$ cat src/rtl/mac_pkg.sv
`default_nettype none
// ----------------------------------------------------------------------------
// mac_pkg : shared widths, FSM encoding and overflow-aware adder for the MAC.
// Config  : SATURATE_EN selects clamping (defined) or wrapping (undefined).
// Rev 1.0
// ----------------------------------------------------------------------------
package mac_pkg;

  localparam int OP_W   = 8;
  localparam int PROD_W = 16;

  localparam logic [1:0] S_IDLE  = 2'd0;
  localparam logic [1:0] S_ACCUM = 2'd1;
  localparam logic [1:0] S_DONE  = 2'd2;

  // Adds two w-bit signed values carried sign-extended in 32 bits; returns {sum, ovf}.
  function automatic logic [32:0] sat_add(input logic signed [31:0] acc,
                                          input logic signed [31:0] p,
                                          input int w);
    longint s;
    longint vmax;
    longint vmin;
    logic   ovf;
    s    = longint'(acc) + longint'(p);
    vmax = (longint'(1) <<< (w - 1)) - 1;
    vmin = -vmax - 1;
    ovf  = (s > vmax) || (s < vmin);
`ifdef SATURATE_EN
    if (s > vmax) s = vmax;
    else if (s < vmin) s = vmin;
`endif
    return {32'(s), ovf};
  endfunction

endpackage
`default_nettype wire

$ cat src/rtl/Radix_4_8x8.sv
`default_nettype none
// ----------------------------------------------------------------------------
// Radix_4_8x8 : combinational signed 8x8 radix-4 Booth multiplier.
// Rev 1.0
// ----------------------------------------------------------------------------
module Radix_4_8x8
  import mac_pkg::*;
(
  input  logic signed [OP_W-1:0]   X,
  input  logic signed [OP_W-1:0]   Y,
  output logic signed [PROD_W-1:0] P
);

  logic [OP_W:0]     w_ybits;
  logic [PROD_W-1:0] w_xe;
  logic [PROD_W-1:0] w_pp;
  logic [PROD_W-1:0] w_sum;

  assign w_ybits = {Y, 1'b0};
  assign w_xe    = {{(PROD_W-OP_W){X[OP_W-1]}}, X};

  // Modulo-2^16 summation is exact because every 8x8 signed product fits in 16 bits.
  always_comb begin
    w_pp  = '0;
    w_sum = '0;
    for (int i = 0; i < OP_W/2; i++) begin
      case (w_ybits[2*i +: 3])
        3'b001, 3'b010: w_pp = w_xe;
        3'b011:         w_pp = w_xe << 1;
        3'b100:         w_pp = -(w_xe << 1);
        3'b101, 3'b110: w_pp = -w_xe;
        default:        w_pp = '0;
      endcase
      w_sum = w_sum + (w_pp << (2*i));
    end
  end

  assign P = w_sum;

endmodule
`default_nettype wire

$ cat src/rtl/booth_mac_accum.sv
`default_nettype none
// ----------------------------------------------------------------------------
// booth_mac_accum : streaming signed dot-product accumulator around a Booth
// multiplier. Config: SATURATE_EN clamps the accumulator instead of wrapping.
// Rev 1.0
// ----------------------------------------------------------------------------
module booth_mac_accum
  import mac_pkg::*;
#(
  parameter int ACC_W = 24,
  parameter int LEN_W = 8
) (
  input  logic                    clk,
  input  logic                    rst_n,
  input  logic                    in_valid,
  output logic                    in_ready,
  input  logic signed [OP_W-1:0]  in_a,
  input  logic signed [OP_W-1:0]  in_b,
  input  logic                    in_last,
  output logic                    out_valid,
  input  logic                    out_ready,
  output logic signed [ACC_W-1:0] out_acc,
  output logic [LEN_W-1:0]        out_count,
  output logic                    out_ovf
);

  localparam logic [LEN_W-1:0] C_CNT_MAX = '1;

  logic [1:0]              r_state;
  logic                    r_s1_vld;
  logic signed [OP_W-1:0]  r_s1_a;
  logic signed [OP_W-1:0]  r_s1_b;
  logic                    r_s1_last;
  logic signed [ACC_W-1:0] r_acc;
  logic [LEN_W-1:0]        r_count;
  logic                    r_ovf;

  logic signed [PROD_W-1:0] w_prod;
  logic signed [ACC_W-1:0]  w_p;
  logic signed [ACC_W-1:0]  w_acc_base;
  logic [LEN_W-1:0]         w_cnt_base;
  logic [LEN_W-1:0]         w_cnt_next;
  logic                     w_ovf_base;
  logic [32:0]              w_add;
  logic                     w_unused_add;
  logic                     w_accept;

  Radix_4_8x8 u_mult (
    .X (r_s1_a),
    .Y (r_s1_b),
    .P (w_prod)
  );

  assign w_p = {{(ACC_W-PROD_W){w_prod[PROD_W-1]}}, w_prod};

  // A fresh vector starts from zero even if the first beat lands straight out of IDLE.
  assign w_acc_base = (r_state == S_IDLE) ? '0 : r_acc;
  assign w_cnt_base = (r_state == S_IDLE) ? '0 : r_count;
  assign w_ovf_base = (r_state == S_IDLE) ? 1'b0 : r_ovf;
  assign w_cnt_next = (w_cnt_base == C_CNT_MAX) ? w_cnt_base : w_cnt_base + LEN_W'(1);

  assign w_add        = sat_add(32'(w_acc_base), 32'(w_p), ACC_W);
  assign w_unused_add = ^w_add;

  assign in_ready  = rst_n && (r_state != S_DONE) && !(r_s1_vld && r_s1_last);
  assign w_accept  = in_valid && in_ready;
  assign out_valid = (r_state == S_DONE);
  assign out_acc   = r_acc;
  assign out_count = r_count;
  assign out_ovf   = r_ovf;

  always_ff @(posedge clk or negedge rst_n) begin
    if (!rst_n) begin
      r_state   <= S_IDLE;
      r_s1_vld  <= 1'b0;
      r_s1_a    <= '0;
      r_s1_b    <= '0;
      r_s1_last <= 1'b0;
      r_acc     <= '0;
      r_count   <= '0;
      r_ovf     <= 1'b0;
    end else begin
      if (w_accept) begin
        r_s1_vld  <= 1'b1;
        r_s1_a    <= in_a;
        r_s1_b    <= in_b;
        r_s1_last <= in_last;
      end else begin
        r_s1_vld  <= 1'b0;
        r_s1_a    <= '0;
        r_s1_b    <= '0;
        r_s1_last <= 1'b0;
      end

      if (r_s1_vld) begin
        r_acc   <= w_add[ACC_W:1];
        r_ovf   <= w_ovf_base | w_add[0];
        r_count <= w_cnt_next;
        r_state <= r_s1_last ? S_DONE : S_ACCUM;
      end else if ((r_state == S_DONE) && out_ready) begin
        r_state <= S_IDLE;
        r_acc   <= '0;
        r_count <= '0;
        r_ovf   <= 1'b0;
      end
    end
  end

endmodule
`default_nettype wire
$ cat config.mk
export PLATFORM = sky130hd
export DESIGN_NAME = booth_mac_accum
export DESIGN_NICKNAME = d
export VERILOG_FILES = /design/src/rtl/mac_pkg.sv /design/src/rtl/Radix_4_8x8.sv /design/src/rtl/booth_mac_accum.sv
export SDC_FILE = /design/constraint.sdc
export NUM_CORES = 1
export LEC_CHECK = 0
export CAP_MARGIN = 30
export CORE_ASPECT_RATIO = 0.7
export CORE_UTILIZATION = 45
export CTS_BUF_LIST = sky130_fd_sc_hd__clkbuf_4
export DETAILED_ROUTE_END_ITERATION = 16
export PLACE_DENSITY = 0.65
export RECOVER_POWER = 25
export SKIP_CTS_REPAIR_TIMING = 1
export SLEW_MARGIN = 15
export SYNTH_ARGS = -nofsm -noshare
export SYNTH_HDL_FRONTEND = slang
export SYNTH_SLANG_ARGS = --single-unit
$ cat constraint.sdc
create_clock -name clk -period 10 [get_ports clk]
set_clock_uncertainty 0.2 [all_clocks]
set_input_delay 2 -clock clk [delete_from_list [all_inputs] [get_ports clk]]
set_output_delay 2 -clock clk [all_outputs]
set_load 0.005 [all_outputs]
# ---- Word level (Yosys, flattened, before mapping)
# Index checks and enable logic that the tools add are counted.
# Widths: inputs -> output; s select.
dict set report totals {
  regBits 53
  latchBits 0
  mem_bits_rw 0
  romBits 0
  inputBits 21
  elab_cells 78
  n_memories 0
}
dict set report classes {
  n_addsub 7
  n_mul 0
  div_mod_pow 0
  magnitude_cmp 2
  eq_ne 24
  shift 0
  mux 21
  bitwise 1
  reduce_logical 15
}
# cell n
set ops {}
lappend ops {{$mux 24} 3}
lappend ops {{$pmux 14 s4} 1}
lappend ops {{$add 16x16->16} 3}
lappend ops {{$mux 8} 6}
lappend ops {{$pmux 12 s4} 1}
lappend ops {{$pmux 16 s3} 1}
lappend ops {{$pmux 10 s4} 1}
lappend ops {{$neg 16->16} 2}
lappend ops {{$eq 3x3->1 const B} 9}
lappend ops {{$add 24x16->25} 1}
lappend ops {{$gt 25x24->1 const B} 1}
lappend ops {{$lt 25x24->1 const B} 1}
lappend ops {{$eq 3x2->1 const B} 6}
lappend ops {{$reduce_or 2->1} 6}
lappend ops {{$eq 3x1->1 const B} 3}
lappend ops {{$add 8x1->8 const B} 1}
lappend ops {{$eq 8x8->1 const B} 1}
lappend ops {{$eq 2x2->1 const B} 3}
lappend ops {{$mux 2} 3}
lappend ops {{$logic_and 1x1->1} 5}
lappend ops {{$mux 1} 5}
lappend ops {{$eq 2x1->1 const B} 1}
lappend ops {{$logic_not 2->1} 1}
lappend ops {{$ne 2x2->1 const B} 1}
lappend ops {{other kinds (4)} 4}

# ---- Logic depth before layout (Yosys ltp)
dict set report depth {
  ltp_word 11
  mapped_depth 36
}

# ---- Modules after synthesis
# From an unflattened synthesis, not the netlist that was laid out.
dict set report hier_totals {
  cells_unflattened 749
  area_unflattened_um2 6112.1
}
# mod n_inst cells_each area_per_inst_um2 seq_area_each_um2
set by_module_without_submodules {}
lappend by_module_without_submodules {booth_mac_accum 1 359 3404.5 1326.3}
lappend by_module_without_submodules {Radix_4_8x8 1 390 2707.6 0.0}

# ---- Least setup slack after synthesis
# OpenSTA, ideal clock, no wires.
dict set report synth_path {
  path_kind {reg2reg}
  from {register r_s1_a[1]}
  to {register r_ovf (netlist: out_ovf)}
  arrival_time_ps 6616
  setup_slack_ps 3063
  path_stages_with_launch 33
  path_buffers 5
  synth_period_minus_slack_ps 6937
  cell_sequence {dfrtp_1 clkbuf_2 inv_1 ha_1 buf_2 nor3b_1 nand2_1 and2_1 clkbuf_1 a21oi_1 o22ai_1 a21o_1 fa_1 inv_1 fa_1 inv_1 ha_1 or3_1 o211a_1 nand4_1 a21oi_1 xnor3_2 buf_6 buf_2 ha_1 nand3_1 o31ai_1 nand4_1 mux2i_1 o21ai_0 o211ai_1 xnor2_1 a22o_1}
}
dict set report synth_via {
  elab_chain_len 10
}
# element line
set synth_rtl {}
lappend synth_rtl {{from (decl)} booth_mac_accum.sv:31} ;# logic signed [OP_W-1:0] r_s1_a;
lappend synth_rtl {{from (signal assigned)} booth_mac_accum.sv:85} ;# r_s1_a <= in_a;
lappend synth_rtl {{$neg 16->16 (on tied branches)} {Radix_4_8x8.sv:31, Radix_4_8x8.sv:30}}
lappend synth_rtl {{$pmux 14 s4 or $pmux 16 s3 (tied branches)} Radix_4_8x8.sv:27} ;# case (w_ybits[2*i +: 3])
lappend synth_rtl {{$add 16x16->16 (2 in series)} Radix_4_8x8.sv:34} ;# w_sum = w_sum + (w_pp << (2*i));
lappend synth_rtl {{$add 16x16->16 *} Radix_4_8x8.sv:34}
lappend synth_rtl {{$add 24x16->25 *} mac_pkg.sv:24} ;# s = longint'(acc) + longint'(p);
lappend synth_rtl {{$gt 25x24->1 or $lt 25x24->1 (tied branches)} mac_pkg.sv:27} ;# ovf = (s > vmax) || (s < vmin);
lappend synth_rtl {{$logic_or 1x1->1 *} mac_pkg.sv:27}
lappend synth_rtl {{$or 1x1->1 *} booth_mac_accum.sv:97} ;# r_ovf <= w_ovf_base | w_add[0];
lappend synth_rtl {{$mux 1 *} booth_mac_accum.sv:95} ;# if (r_s1_vld) begin
lappend synth_rtl {{to (signal assigned)} booth_mac_accum.sv:97}
lappend synth_rtl {{to (decl)} booth_mac_accum.sv:36} ;# logic r_ovf;
# Mark *: on every way between the ends. The rest lies on a longest branch, timed or not.
# A chain may end at the register's enable or synchronous reset.

# ---- Worst setup path in the final report
dict set report layout_path {
  from {register r_s1_a[0]}
  to {register r_ovf (netlist: out_ovf)}
}
# Same word-level chain as after synthesis.

==> results.yml <==
routing:
  wire_per_inst_microns: 17.8
  drt.antenna.violating_nets: 0
  wl_mm: 18.1
  first_iter_violations: 746
  route.detailed.drc: 0
  via_count: 6098
  via_per_inst: 6.01
  drtPass1Iterations: 5
yosys:
  async_reset_ff_share_pct: 100
  post-synth-top-area-fraction_pct: 20.9
  synth_top_cells_by_count: "nand2_1 (81), o21ai_0 (72), nor2_1 (65), a21oi_1 (58), inv_1 (55)"
  yosys.cell_types.count: 64
  mappedNetlistArea_sq_mm: 0.00634
  post-synth-top-area-cell: "dfrtp_1"
  synthFlopType: "dfrtp_1"
  mappedNetlistNets: 893
  number_of_flops_mapped_to_enable_cells_by_yosys: 0
  synth.ff_latch_count: 53
  synthesis.yosys.warnings: 0
  yosys.cell_count.top_type: "nand2_1"
  yosys-top-cells-area: "dfrtp_1 (21%), ha_1 (8.1%), fa_1 (6.9%), o21ai_0 (5.7%), nand2_1 (4.8%)"
  synth_sequential_area_ratio_pct: 20.9
  synthesis.instances: 809
  synth.avg_cell_area_sq_um: 7.84
global_route:
  grt_overflow: 0
  antenna_found_initial: 0
  global_route.usage.total_pct: 26.4
  first_global_vias: 5709
  grt_start_max_net_pins: 55
  global_route_wire_length_before_repair_mm: 30.1
sta:
  hold_viol: 0
  final_max_slew_viol_count: 92
  final_cycle_share_pct: 82.4
  fmaxAchievable_ghz: 0.121
  grt_setup_unrepaired: "false"
  fin_tns_setup_ps: 0
  final_critical_path_time_including_i_o_delays_and_setup_ps: 8240
  maxSlewHeadroom_pct: -94.6
  worst_hold_slack_across_all_endpoints_ps: 268
  transition_time_at_the_pin_with_the_least_slew_margin_ps: 2920
  setup_viol: 0
  fin_ws_ps: 1760
setup_path:
  crit_type: "reg -> reg"
  path_delay_family: "compound AO/OA/AOI/OAI gates"
  cp_data_arrival_time_ps: 8350
  critical_path.n_buffers_inverters: 1
  timing.critical_path.mode_cell: "o21ai_0"
  reg2reg_setup_slack_ps: 1760
  timing.critical_path.slowest_stage_cell: "nor3b_1"
  timing.critical_path.fanout_max: 9
  cp.required_ps: 10100
  timing.critical_path.from_type: "flop"
  endpoint_kind: "flop"
  critPathMaxStageDelay_ps: 700
clock_tree:
  clock_sinks: 53
  clock_insertion_delay_worst_skew_ps: 400
  tritoncts.num_buffers: 5
  clk_pin_slew_worst_paths_ps: 160
  clock_tree.root_cell: "clkbuf_4"
  cts_max_level: 2
  clk_path_buf_depth: 2
  tritoncts: "done"
layout:
  total_number_of_nets_in_the_final_design: 913
  antenna-diode-count: 0
  area_growth_from_synthesis_to_layout_pct: 11.2
  finalCoreUtilization_pct: 52.5
  fillers: 1307
  final_layout_size_suffix_gt1_share_pct: 3.86
die:
  ioPinCount: 56
  initial_utilization_pct: 47.2
  die_width_microns: 144
  die_h_microns: 101
  core_area_sq_mm: 0.0134
  die_area_sq_mm: 0.0146
  row_count: 35
placement:
  portBuffers: 55
  gp_congestion: 0.948
  setup_slack_after_placement_ps: 1970
  hpwlAfterDp_mm: 13.7
power:
  worst_ir_drop_vdd_mv: 0.0741
  power.density_cell_area_mw_per_mm2: 177
  totalPowerFinal_mw: 1.25
  p_leak_nw: 3.32
run:
  maxCapViolCount: 2
min_path:
  min-delay-path-class: "reg -> reg"
outcome:
  failed_checks: "capacitance limit, slew limit"
  status: "finished with violations"
==> path summary, 6_finish.rpt <==
| kind | start | end | cells after the start |
|---|---|---|---|
| max in group asynchronous | rst_n | r_s1_a[4] | 2 |
| hold / removal | r_s1_last | r_state[0] | 1 |
| hold reg to reg | r_s1_last | r_state[0] | 1 |
| setup / recovery | r_s1_a[0] | out_ovf | 31 |
| min in group asynchronous | rst_n | out_acc[11] | 2 |
| setup reg to reg | r_s1_a[0] | out_ovf | 31 |
==> worst reg2reg max path: cells and delay by family (launching register included) <==
kind / cells / cell delay [ps]
fa+ha+maj: 5 / 2060
simple gates: 10 / 2160
flops: 1 / 510
buf+inv: 1 / 220
mux: 1 / 200
compound gates: 12 / 2570
xor+xnor: 2 / 240
==> flip-flops by register name, summed over array words and instances (netlist names) <==
signal	count
out_acc	24
out_count	8
out_ovf	1
r_s1_a	8
r_s1_b	8
r_s1_last	1
r_s1_vld	1
r_state	2
==> layer usage <==
layer	GRT usage [%]	up-vias	share of wire [%]
met5	0	-	0
met3	5.15	20	8.7
li1	-	2927	-
met1	41.0	2892	50
met2	37.4	259	40
met4	4.99	0	1.1
==> power by group <==
group,internal [mW],switching [mW]
sequential,0.266,0.0648
clock,0.0282,0.0742
combinational,0.379,0.434
total,0.673,0.573
==> area by class of cell <==
class                           instances  area (sq um)  area share, %
Multi-Input combinational cell        647          4600           65.1
Inverter                               58           218           3.09
Clock buffer                            5          37.5          0.532
Clock inverter                          3          21.3          0.301
Tap cell                              185           231           3.28
Sequential cell                        53          1330           18.8
Timing Repair Buffer                   64           626           8.87
==> cell families (layout without fill, tap and decap cells) <==
family | Yosys count | after routing | synth area share, %
adders and majority gates | 63 | 63 | 15.0
and+or+nand+nor | 253 | 253 | 19.1
DFF | 53 | 53 | 20.9
xor gates and xnor gates | 47 | 47 | 6.73
buffers and inverters | 109 | 130 | 6.69
muxes | 23 | 23 | 4.10
AOI/OAI and AO/OA | 261 | 261 | 27.4
==> cells in the final DEF, fill, tap and decap left out, types with 7 or more instances in the layout <==
cell type        instances
a21o_1                  25
a21oi_1                 57
a221oi_1                 7
a22o_1                  25
a32o_1                   7
and2_1                   7
and3_1                  21
clkdlybuf4s50_1         54
dfrtp_1                 53
fa_1                    22
ha_1                    41
inv_1                   55
mux2i_1                 17
nand2_1                 81
nand2b_1                 7
nand3_1                 16
nand4_1                  9
nor2_1                  65
nor2b_1                 25
nor3_1                   8
o211ai_1                 9
o21ai_0                 72
o31ai_1                  7
xnor2_1                 33
xor2_1                  13
==> through the flow <==
| stage | cells | instance area, sq um |
|---|---|---|
| after floorplan | 809 | 6340 |
| after global placement | 1006 | 6980 |
| after detailed placement | 1007 | 7000 |
| after CTS | 1015 | 7060 |
| after global routing | 1015 | 7060 |
| final | 1015 | 7060 |
(Power assumes the default switching activity.)
